<file path="src/rtl/ro_puf_pkg.sv">
// Shared definitions for the RO-PUF race datapath: controller states and
// default counter/select geometry.
package ro_puf_pkg;

    localparam int unsigned GOAL_DEF  = 512;
    localparam int unsigned CNT_W_DEF = 11;
    localparam int unsigned SEL_W_DEF = 4;
    localparam int unsigned CLEAR_CYC = 2;

    typedef enum logic [2:0] {
        IDLE,
        CLEAR,
        SETTLE,
        RACE,
        RECORD,
        DONE
    } state_t;

endpackage

</file>
<file path="src/rtl/ro_race_timer.sv">
// Loadable saturating down-counter; o_done is high while the count sits at zero.
// Loading N gives a done flag on the (N+1)-th cycle after the load.
module ro_race_timer #(
    parameter int unsigned W = 14
) (
    input  logic         i_clk,
    input  logic         i_rst_n,
    input  logic         i_load,
    input  logic [W-1:0] i_val,
    output logic         o_done
);

    logic [W-1:0] r_cnt;

    always_ff @(posedge i_clk or negedge i_rst_n) begin
        if (!i_rst_n) begin
            r_cnt <= '0;
        end else if (i_load) begin
            r_cnt <= i_val;
        end else if (r_cnt != '0) begin
            r_cnt <= r_cnt - W'(1);
        end
    end

    assign o_done = (r_cnt == '0);

endmodule

</file>
<file path="src/rtl/ro_race_arbiter.sv">
// Race controller for a pair of RO edge counters: selects each oscillator pair,
// clears/settles/enables the counters and records which one finishes first.
module ro_race_arbiter
    import ro_puf_pkg::*;
#(
    parameter int unsigned GOAL       = GOAL_DEF,
    parameter int unsigned CNT_W      = CNT_W_DEF,
    parameter int unsigned SEL_W      = SEL_W_DEF,
    parameter int unsigned RESP_BITS  = 8,
    parameter int unsigned SETTLE_CYC = 4,
    parameter int unsigned TIMEOUT    = 16 * GOAL
) (
    input  logic                 clk,
    input  logic                 reset,
    input  logic                 start,
    input  logic [SEL_W-1:0]     challenge,
    input  logic                 finished_a,
    input  logic                 finished_b,
    output logic [SEL_W-1:0]     sel_a,
    output logic [SEL_W-1:0]     sel_b,
    output logic                 cnt_clr,
    output logic                 cnt_en,
    output logic                 busy,
    output logic [RESP_BITS-1:0] response,
    output logic                 resp_valid,
    output logic                 tie,
    output logic                 timeout_err
);

    localparam int unsigned IDX_W = (RESP_BITS > 1) ? $clog2(RESP_BITS) : 1;
    localparam int unsigned TMR_W = $clog2(TIMEOUT) + 1;
    // A counter too narrow to reach GOAL would never finish; refuse to start.
    localparam logic CFG_OK = (GOAL < (1 << CNT_W));

    state_t               r_state;
    state_t               w_state_nxt;
    logic [SEL_W-1:0]     r_base;
    logic [SEL_W-1:0]     r_sel_a;
    logic [SEL_W-1:0]     r_sel_b;
    logic [IDX_W-1:0]     r_idx;
    logic                 r_bit;
    logic [RESP_BITS-1:0] r_response;
    logic                 r_tie;
    logic                 r_tout;

    logic                 w_accept;
    logic                 w_last;
    logic                 w_tmr_load;
    logic [TMR_W-1:0]     w_tmr_val;
    logic                 w_tmr_done;
    logic                 w_enter_clear;
    logic [SEL_W-1:0]     w_base_nxt;
    logic [IDX_W-1:0]     w_idx_nxt;
    logic [SEL_W-1:0]     w_sel_a_nxt;

    ro_race_timer #(.W(TMR_W)) u_timer (
        .i_clk   (clk),
        .i_rst_n (reset),
        .i_load  (w_tmr_load),
        .i_val   (w_tmr_val),
        .o_done  (w_tmr_done)
    );

    assign w_accept = start & CFG_OK;
    assign w_last   = (r_idx == IDX_W'(RESP_BITS - 1));

    always_comb begin
        w_state_nxt = r_state;
        w_tmr_load  = 1'b0;
        w_tmr_val   = '0;
        case (r_state)
            IDLE: if (w_accept) begin
                w_state_nxt = CLEAR;
                w_tmr_load  = 1'b1;
                w_tmr_val   = TMR_W'(CLEAR_CYC - 1);
            end
            CLEAR: if (w_tmr_done) begin
                w_state_nxt = SETTLE;
                w_tmr_load  = 1'b1;
                w_tmr_val   = TMR_W'(SETTLE_CYC - 1);
            end
            SETTLE: if (w_tmr_done) begin
                w_state_nxt = RACE;
                w_tmr_load  = 1'b1;
                w_tmr_val   = TMR_W'(TIMEOUT - 1);
            end
            RACE: if (finished_a || finished_b || w_tmr_done) begin
                w_state_nxt = RECORD;
            end
            RECORD: if (w_last) begin
                w_state_nxt = DONE;
            end else begin
                w_state_nxt = CLEAR;
                w_tmr_load  = 1'b1;
                w_tmr_val   = TMR_W'(CLEAR_CYC - 1);
            end
            DONE:    w_state_nxt = IDLE;
            default: w_state_nxt = IDLE;
        endcase
    end

    // Selects are computed from the base/index that will be current in CLEAR.
    assign w_enter_clear = (w_state_nxt == CLEAR) && (r_state != CLEAR);
    assign w_base_nxt    = (r_state == IDLE) ? challenge : r_base;
    assign w_idx_nxt     = (r_state == IDLE) ? '0 : r_idx + IDX_W'(1);
    assign w_sel_a_nxt   = w_base_nxt + SEL_W'({w_idx_nxt, 1'b0});

    always_ff @(posedge clk or negedge reset) begin
        if (!reset) begin
            r_state    <= IDLE;
            r_base     <= '0;
            r_sel_a    <= '0;
            r_sel_b    <= '0;
            r_idx      <= '0;
            r_bit      <= 1'b0;
            r_response <= '0;
            r_tie      <= 1'b0;
            r_tout     <= 1'b0;
        end else begin
            r_state <= w_state_nxt;
            if (r_state == IDLE && w_accept) begin
                r_base <= challenge;
                r_idx  <= '0;
                r_tie  <= 1'b0;
                r_tout <= 1'b0;
            end
            if (w_enter_clear) begin
                r_sel_a <= w_sel_a_nxt;
                r_sel_b <= w_sel_a_nxt + SEL_W'(1);
            end
            if (r_state == RACE) begin
                r_bit <= finished_a & ~finished_b;
                if (finished_a && finished_b) begin
                    r_tie <= 1'b1;
                end
                if (!finished_a && !finished_b && w_tmr_done) begin
                    r_tout <= 1'b1;
                end
            end
            if (r_state == RECORD) begin
                r_response[r_idx] <= r_bit;
                if (!w_last) begin
                    r_idx <= r_idx + IDX_W'(1);
                end
            end
        end
    end

    assign sel_a       = r_sel_a;
    assign sel_b       = r_sel_b;
    assign cnt_clr     = (r_state == CLEAR);
    assign cnt_en      = (r_state == RACE);
    assign busy        = (r_state != IDLE);
    assign resp_valid  = (r_state == DONE);
    assign response    = r_response;
    assign tie         = r_tie;
    assign timeout_err = r_tout;

endmodule

</file>
<file path="config.mk">
export PLATFORM = sky130hd
export DESIGN_NAME = ro_race_arbiter
export DESIGN_NICKNAME = d
export VERILOG_FILES = /design/src/rtl/ro_puf_pkg.sv /design/src/rtl/ro_race_timer.sv /design/src/rtl/ro_race_arbiter.sv
export SDC_FILE = /design/constraint.sdc
export NUM_CORES = 1
export LEC_CHECK = 0
export CAP_MARGIN = 20
export CORE_MARGIN = 2
export CORE_UTILIZATION = 35
export DETAILED_ROUTE_END_ITERATION = 10
export PLACE_DENSITY = 0.64
export SKIP_CTS_REPAIR_TIMING = 1
export SLEW_MARGIN = 20
export SYNTH_ARGS = -nofsm -noshare
export SYNTH_HDL_FRONTEND = slang
export SYNTH_SLANG_ARGS = --single-unit
</file>
<file path="constraint.sdc">
create_clock -name clk -period 5.1 [get_ports clk]
set_input_delay 1.02 -clock clk [delete_from_list [all_inputs] [get_ports clk]]
set_output_delay 1.02 -clock clk [all_outputs]
set_load 0.1 [all_outputs]
</file>
**Word-level counts from Yosys, hierarchy flattened**

Index checks and enable logic that the tools add are counted.

- Bits in registers: 43
- Output and inout bits: 22
- Bits of input ports: 9

- Equal/unequal tests: 8
- Multiplexer cells: 31
- Reduce and logical (&&, ||, !) cells: 16
- Bitwise logic cells: 2
- $lt $le $gt $ge: 2
- $add $sub $neg: 4

Operators by type and width:

| cell | count |
|---|---|
| 13-bit case mux with 4 select lines | 1 |
| 14-bit 2-to-1 mux | 2 |
| 3-bit 2-to-1 mux | 9 |
| 3-bit case mux with 5 select lines | 1 |
| 14-bit logical NOT | 1 |
| 14-bit nonzero test | 1 |
| 14-bit by 1-bit subtractor with 14-bit output (second input constant) | 1 |
| 13-bit 2-to-1 mux | 1 |
| 1-bit 2-to-1 mux | 12 |
| 3-bit equality test (second input constant) | 3 |
| 8-bit bitwise mux | 1 |
| 3-bit by 1-bit equality test with 1-bit output (second input constant) | 2 |
| 3-bit by 2-bit equality test with 1-bit output (second input constant) | 2 |
| 1-bit logical AND | 6 |
| 4-bit by 1-bit adder with 4-bit output (second input constant) | 1 |
| 4-bit adder | 1 |
| 3-bit by 4-bit < comparator with 1-bit output (second input constant) | 1 |
| 4-bit 2-to-1 mux | 1 |
| 3-bit by 1-bit adder with 3-bit output (second input constant) | 1 |
| 1-bit demux with 3-bit select | 1 |
| 3-bit by 1-bit greater-or-equal comparator with 1-bit output (second input constant) | 1 |
| 3-bit logical NOT | 1 |
| 3-bit by 1-bit != test with 1-bit output (second input constant) | 1 |
| 1-bit case mux with 3 select lines | 1 |
| other kinds (8) | 10 |

**Depth between registers and ports, before layout**

Gate-level depths: netlist of run 1.

- Depth in word-level cells: 6
- Gate-level depth with buffers: 12
- Gate-level depth less buffers: 11

**By module**

A second synthesis of run 1 with hierarchy kept.

- Cells, all modules: 227
- Area total of the unflattened synthesis: 2,344.7 um^2

By module, submodules not included:

| module | seq. area each (um^2) | cells each | area an instance (um^2) | instances |
|---|---|---|---|---|
| ro_race_arbiter | 725.7 | 150 | 1,519.0 | 1 |
| ro_race_timer | 350.3 | 77 | 825.8 | 1 |

**Least setup slack after synthesis of run 1**

No wires, ideal clock.

- Path kind: register to output
- Start point: register r_state[2]
- End point: output port resp_valid
- Data required time: 4.080 ns
- Data arrival time: 1.922 ns
- Slack: 2.158 ns
- Buffers on the path: 1
- Stages on the path, launching flop included: 4
- Path through: dfrtp_1 > buf_2 > inv_1 > nor2_1

- Cells in the longest elaborated chain, start to end: 1

Ends and longest elaborated chain:

| element | line | source |
|---|---|---|
| start: declaration | ro_race_arbiter.sv:35 | `state_t r_state;` |
| start signal: assignment | ro_race_arbiter.sv:120 | `r_state <= w_state_nxt;` |
| 3-bit equality test | ro_race_arbiter.sv:154 | `assign resp_valid = (r_state == DONE);` |
| end: declaration | ro_race_arbiter.sv:25 | `output logic resp_valid,` |

No other way between the ends.

**Final worst setup path of run 1**

- Start point: register r_state[2]
- End point: output port cnt_en

- Cells in the longest elaborated chain, start to end: 1

Ends and longest elaborated chain:

| element | line | source |
|---|---|---|
| 3-bit by 2-bit equality test with 1-bit output | ro_race_arbiter.sv:152 | `assign cnt_en = (r_state == RACE);` |
| end: declaration | ro_race_arbiter.sv:22 | `output logic cnt_en,` |

No other way between the ends.

==> results of run 1 <==
[flip-flops by register name (all words and copies together), names as in the netlist]
register,flops
sel_a,4
tie,1
timeout_err,1
sel_b,4
r_bit,1
response,8
r_state,3
r_base,4
u_timer.r_cnt,14
r_idx,3
[metal layers]
metal	routed length (microns)	track usage (%)	up-vias
met5	0	0	-
met4	84	5.572	0
met3	195	3.777	6
met2	1905	20.38	34
met1	2166	18.49	783
li1	-	-	787
[worst reg2reg max path, stage by stage (launching register included)]
cell	delay, ns
dfrtp_1	0.54
nor3_4	0.25
inv_2	0.12
nand2_1	0.08
nand2_1	0.05
ha_1	0.16
inv_1	0.06
fa_1	0.45
nand2b_1	0.16
a21oi_1	0.14
xnor3_1	0.22
o21ai_1	0.11
[path summary, 6_finish.rpt]
| kind | startpoint | end | slack [ns] | cells after the start |
|---|---|---|---|---|
| min in group asynchronous | reset | u_timer.r_cnt[7] | 0.60 | 1 |
| max in group asynchronous | reset | u_timer.r_cnt[12] | 4.03 | 2 |
| min reg2reg | timeout_err | timeout_err | 0.48 | 2 |
| min | timeout_err | timeout_err | 0.48 | 2 |
| max reg2reg | r_state[2] | sel_b[3] | 2.67 | 11 |
| max | r_state[2] | cnt_en | 1.64 | 4 |
[cells in the final DEF, fill, tap and decap left out, types with 2 or more instances in the layout]
cell / netlist / routed
clkdlybuf4s50_1: 0 / 29
ha_1: 5 / 5
or4b_1: 2 / 2
nor3_2: 2 / 2
inv_1: 8 / 8
dfrtp_1: 43 / 43
o211ai_1: 2 / 2
nor2_1: 14 / 14
nor3_1: 3 / 3
o41ai_1: 2 / 2
nor4_1: 3 / 3
a22o_1: 2 / 2
or3b_1: 2 / 2
a21oi_1: 5 / 5
nand2b_1: 4 / 4
xnor2_1: 9 / 9
or4_4: 2 / 2
o21ai_0: 7 / 7
mux2_2: 13 / 13
nand4_1: 3 / 3
nand3_1: 6 / 6
clkbuf_8: 0 / 5
nand2_1: 22 / 22
o21ai_1: 11 / 11
xor2_1: 4 / 4
o31ai_1: 2 / 2
nor2b_1: 3 / 3
[layout make-up]
class                   count  area share, %
flip-flops and latches     43          40.04
multi-input cells         145          39.39
repair buffers             32          12.01
well taps                  75          3.492
clock buffers               6          2.700
inverters                   9          1.257
clock inverters             1          1.117
[logic make-up after synthesis]
group	Yosys count
XOR/XNOR	14
flip-flops	43
multiplexers	16
AND/OR/NAND/NOR	72
buffers and inverters	16
AO/OA/AOI/OAI	37
adder cells (fa/ha/maj)	6
[power groups by stage]
| stage | logic [W] | clock network (W) | registers, W |
|---|---|---|---|
| after floorplan | 0.000539 | 0 | 0.000821 |
| after CTS | 0.000986 | 0.000268 | 0.000579 |
| after detailed placement | 0.000983 | 0 | 0.000583 |
| after global routing | 0.00105 | 0.000279 | 0.000602 |
| after global placement | 0.000974 | 0 | 0.000580 |
| final | 0.000976 | 0.000257 | 0.000579 |
[metrics by stage]
stage / hold slack [ns] / instance area (sq um) / utilization (%) / power [W]
final: 0.4821 / 2688 / 44.60 / 0.001813
after global routing: 0.5025 / 2688 / 44.60 / 0.001936
after CTS: 0.4865 / 2668 / 44.27 / 0.001833
after detailed placement: 0.4635 / 2565 / 42.57 / 0.001566
after global placement: 0.4676 / 2565 / 42.57 / 0.001554
after floorplan: 0.4516 / 2208 / - / 0.001359
==> results.tsv, run 1 <==
metric	value	unit
antenna_found_initial	0	
synth_top_area_share	48.73	%
firstDrtPassIters	4	
p_int	0.0009434	W
dpl.hpwl	2991	microns
slew_headroom	34.69	%
cellPowerDensity	674.4	nW/um^2
synthAdderAreaFrac	3.739	%
ys.flop_type	dfrtp_1	
seqPwrFrac	32.0	%
via_per_inst	5.177	
nets	251	
initial_core_util	36.65	%
hold_viol	0	
pin_count	31	
yosys_warnings	0	
max_freq	288.7	MHz
ir_drop	436.5	uV
fin_skew	0.01299	ns
grt_max_degree	44	
setup_slack	1.636	ns
synth_top_cell_by_area	dfrtp_1	
cts-root-buf	clkbuf_8	
synthMuxAreaShare	8.612	%
max_cap_viol_count	0	
drc	0	
crit_fanout	14	
ys_ff_latch	43	
die-area	6961	sq um
multi_input_area	1059	sq um
worstSetupPathType	reg -> out	
antenna_cells	0	
synthXorXnorAreaFrac	6.176	%
critPathCaptureType	output port	
switchingPower	0.0008691	W
syn_area_per_cell	10.83	sq um
critical_path_required	4.08	ns
grt_usage	13.57	%
synth_area_leaders	dfrtp_1, mux2_2, nand2_1	
yosysMostFrequentCell	dfrtp_1	
switching_share	47.95	%
drt-initial-drc-count	100	
synth_area	2208	sq um
critical-path-max-stage-delay	1.13	ns
cts_sinks	43	
numCtsBuffers	5	
fin_cells	311	
hp-class	reg -> reg	
outcome	finished, final reports clean	
clk_pin_slew	0.08	ns
place.gp.congestion	0.7886	
synthTopCellsByCount	dfrtp_1, nand2_1, nor2_1	
p_clk_share	14.2	%
ant_nets	0	
synth_top_family_by_area	simple AND/OR/NAND/NOR gates	
vias	1610	
dp_slack	1.983	ns
clock_path_buffers	2	
dp_cells	303	
areaGrowthSynthToFinish	21.70	%
fin_setup_tns	0	ns
fillCellCount	588	
arrival	2.44	ns
grt_pass1_vias	1632	
die_w	83.44	microns
wl_per_cell	13.99	microns
cp_top_family	buffers and inverters	
rsz0062_at_grt	false	
numPortBuffers	30	
coreArea	6026	sq um
grt_pass1_wl	7638	microns
path_cells	nor2b_1 > nand2_1 > inv_1 > clkdlybuf4s50_1	
seq_area	1076	sq um
synthSimpleGateAreaFrac	18.92	%
overflow	0	
fin_crit_sh	67.91	%
slew_violations	0	
synthArstFlopShare	100.0	%
insertion_delay	0.30	ns
syn_inst	204	
yosys.cell_types.count	46	
core.rowCount	28	
htreeDepth	2	
cts_tree	done	
post_route_cells_drive_above_1_share	13.56	%
comb_power_share	53.9	%
seq_area_frac_synth	48.73	%
synthesis.nets	219	
critical_path_buf_inv_count	2	
setup-violations-final	0	
tightest_slew	0.9767	ns
wirelength	4351	microns
synth_edf_count	0	
p_leak	1.180	nW
finalCriticalPeriod	3.464	ns
synth_compound_area_share	10.48	%
slowest_stage	clkdlybuf4s50_1	
die_h	83.44	microns
cp-start-kind	flip-flop	
(Power assumes the default switching activity.)
==> run 2, diff against run 1 <==
==> constraint.sdc (replaced) <==
create_clock -name clk -period 3.6 [get_ports clk]
set_input_delay 0.72 -clock clk [delete_from_list [all_inputs] [get_ports clk]]
set_output_delay 0.72 -clock clk [all_outputs]
set_load 0.1 [all_outputs]
==> results.tsv, run 2 (same netlist as run 1, synthesis figures left out) <==
metric	value	unit
mostFrequentLayoutCells	dfrtp_1, clkdlybuf4s50_1, nand2_1	
critical_path_buf_inv_count	1	
htreeDepth	2	
fin_skew	0.003956	ns
antenna_found_initial	0	
hold_viol	0	
slew_violations	0	
critPathCaptureType	output port	
worst_hold_slack	0.4130	ns
grt_pass1_wl	7810	microns
insertion_delay	0.29	ns
wirelength	4295	microns
outcome	finished, final reports clean	
via_per_inst	5.158	
slew_headroom	34.20	%
vias	1604	
areaGrowthSynthToFinish	21.13	%
finalCriticalPeriod	2.526	ns
grt_usage	13.68	%
firstDrtPassIters	4	
drc	0	
p_total	0.002590	W
initial_core_util	36.65	%
r2r_slack	1.16	ns
core.rowCount	28	
fin_setup_tns	0	ns
nets	250	
path_cells	clkdlybuf4s50_1	
numPortBuffers	30	
tightest_slew	0.9839	ns
clk_pin_slew	0.08	ns
cp-start-kind	flip-flop	
die-area	6961	sq um
clock_path_buffers	2	
fin_crit_sh	70.16	%
cts_tree	done	
crit_fanout	2	
worstSetupPathType	reg -> out	
setup-violations-final	0	
critical-path-max-stage-delay	1.14	ns
largest_reg_flops	14	
cp_top_family	buffers and inverters	
pin_count	31	
largest-register	u_timer.r_cnt	
ant_nets	0	
post_route_cells_drive_above_1_share	15.68	%
hp-class	in -> async	
max_freq	395.9	MHz
critical_path_required	2.88	ns
dpl.hpwl	3087	microns
cellPowerDensity	968.2	nW/um^2
place.gp.congestion	0.7392	
grt_pass1_vias	1675	
die_h	83.44	microns
drt-initial-drc-count	151	
numCtsBuffers	5	
overflow	0	
ir_drop	578.2	uV
max_cap_viol_count	0	
coreArea	6026	sq um
cts_sinks	43	
arrival	1.81	ns
slowest_stage	clkdlybuf4s50_1	
p_leak	1.186	nW
grt_max_degree	44	
wl_per_cell	13.81	microns
final_common_cell	dfrtp_1	
rsz0062_at_grt	false	
cts-root-buf	clkbuf_8	
die_w	83.44	microns
antenna_cells	0	
[run 2: changes by cell type in the layout (fill, tap and decap cells not counted)]
cell / before / now
clkinv_2: 0 / 1
buf_4: 1 / 6
clkdlybuf4s50_1: 29 / 25
buf_12: 1 / 0
clkbuf_1: 1 / 0
buf_2: 1 / 0
clkbuf_8: 5 / 6
[run 2: cell type report]
type,count,area (sq um)
multi-input cells,145,1059
well taps,75,93.84
fillers,583,3351
inverters,9,33.78
clock buffers,6,82.58
clock inverters,2,35.03
repair buffers,31,295.3
flip-flops and latches,43,1076
[run 2: final timing paths]
check	from	end	depth (start not counted)
max in group asynchronous	reset	u_timer.r_cnt[3]	1
min	reset	sel_b[1]	1
min reg2reg	sel_b[0]	sel_b[0]	1
max	response[0]	response[0]	1
max reg2reg	r_state[2]	sel_b[3]	11
min in group clk	sel_b[0]	sel_b[0]	1
[run 2: stage by stage]
step	utilization, %	instances	cell area (sq um)	worst slack, ns
2_1_floorplan	-	204	2208	0.9580
3_3_place_gp	42.40	303	2555	0.9720
3_5_place_dp	42.40	303	2555	0.8810
4_1_cts	44.35	311	2673	1.059
5_1_grt	44.39	311	2675	0.9303
6_report	44.39	311	2675	1.074
[run 2: where the power goes]
part           leakage [nW]  internal, W  switching [W]  total (W)
logic                 0.569     0.000479       0.000903    0.00138
clock network        0.0612     0.000225       0.000163   0.000387
registers             0.555     0.000647       0.000174   0.000821
total                  1.19      0.00135        0.00124    0.00259
[run 2: metal layers]
metal / vias up / track usage [%] / wire [microns]
met5: - / 0 / 0
met4: 0 / 5.572 / 90
met2: 40 / 20.89 / 1957
met3: 10 / 3.082 / 223
li1: 794 / - / -
met1: 760 / 18.83 / 2023
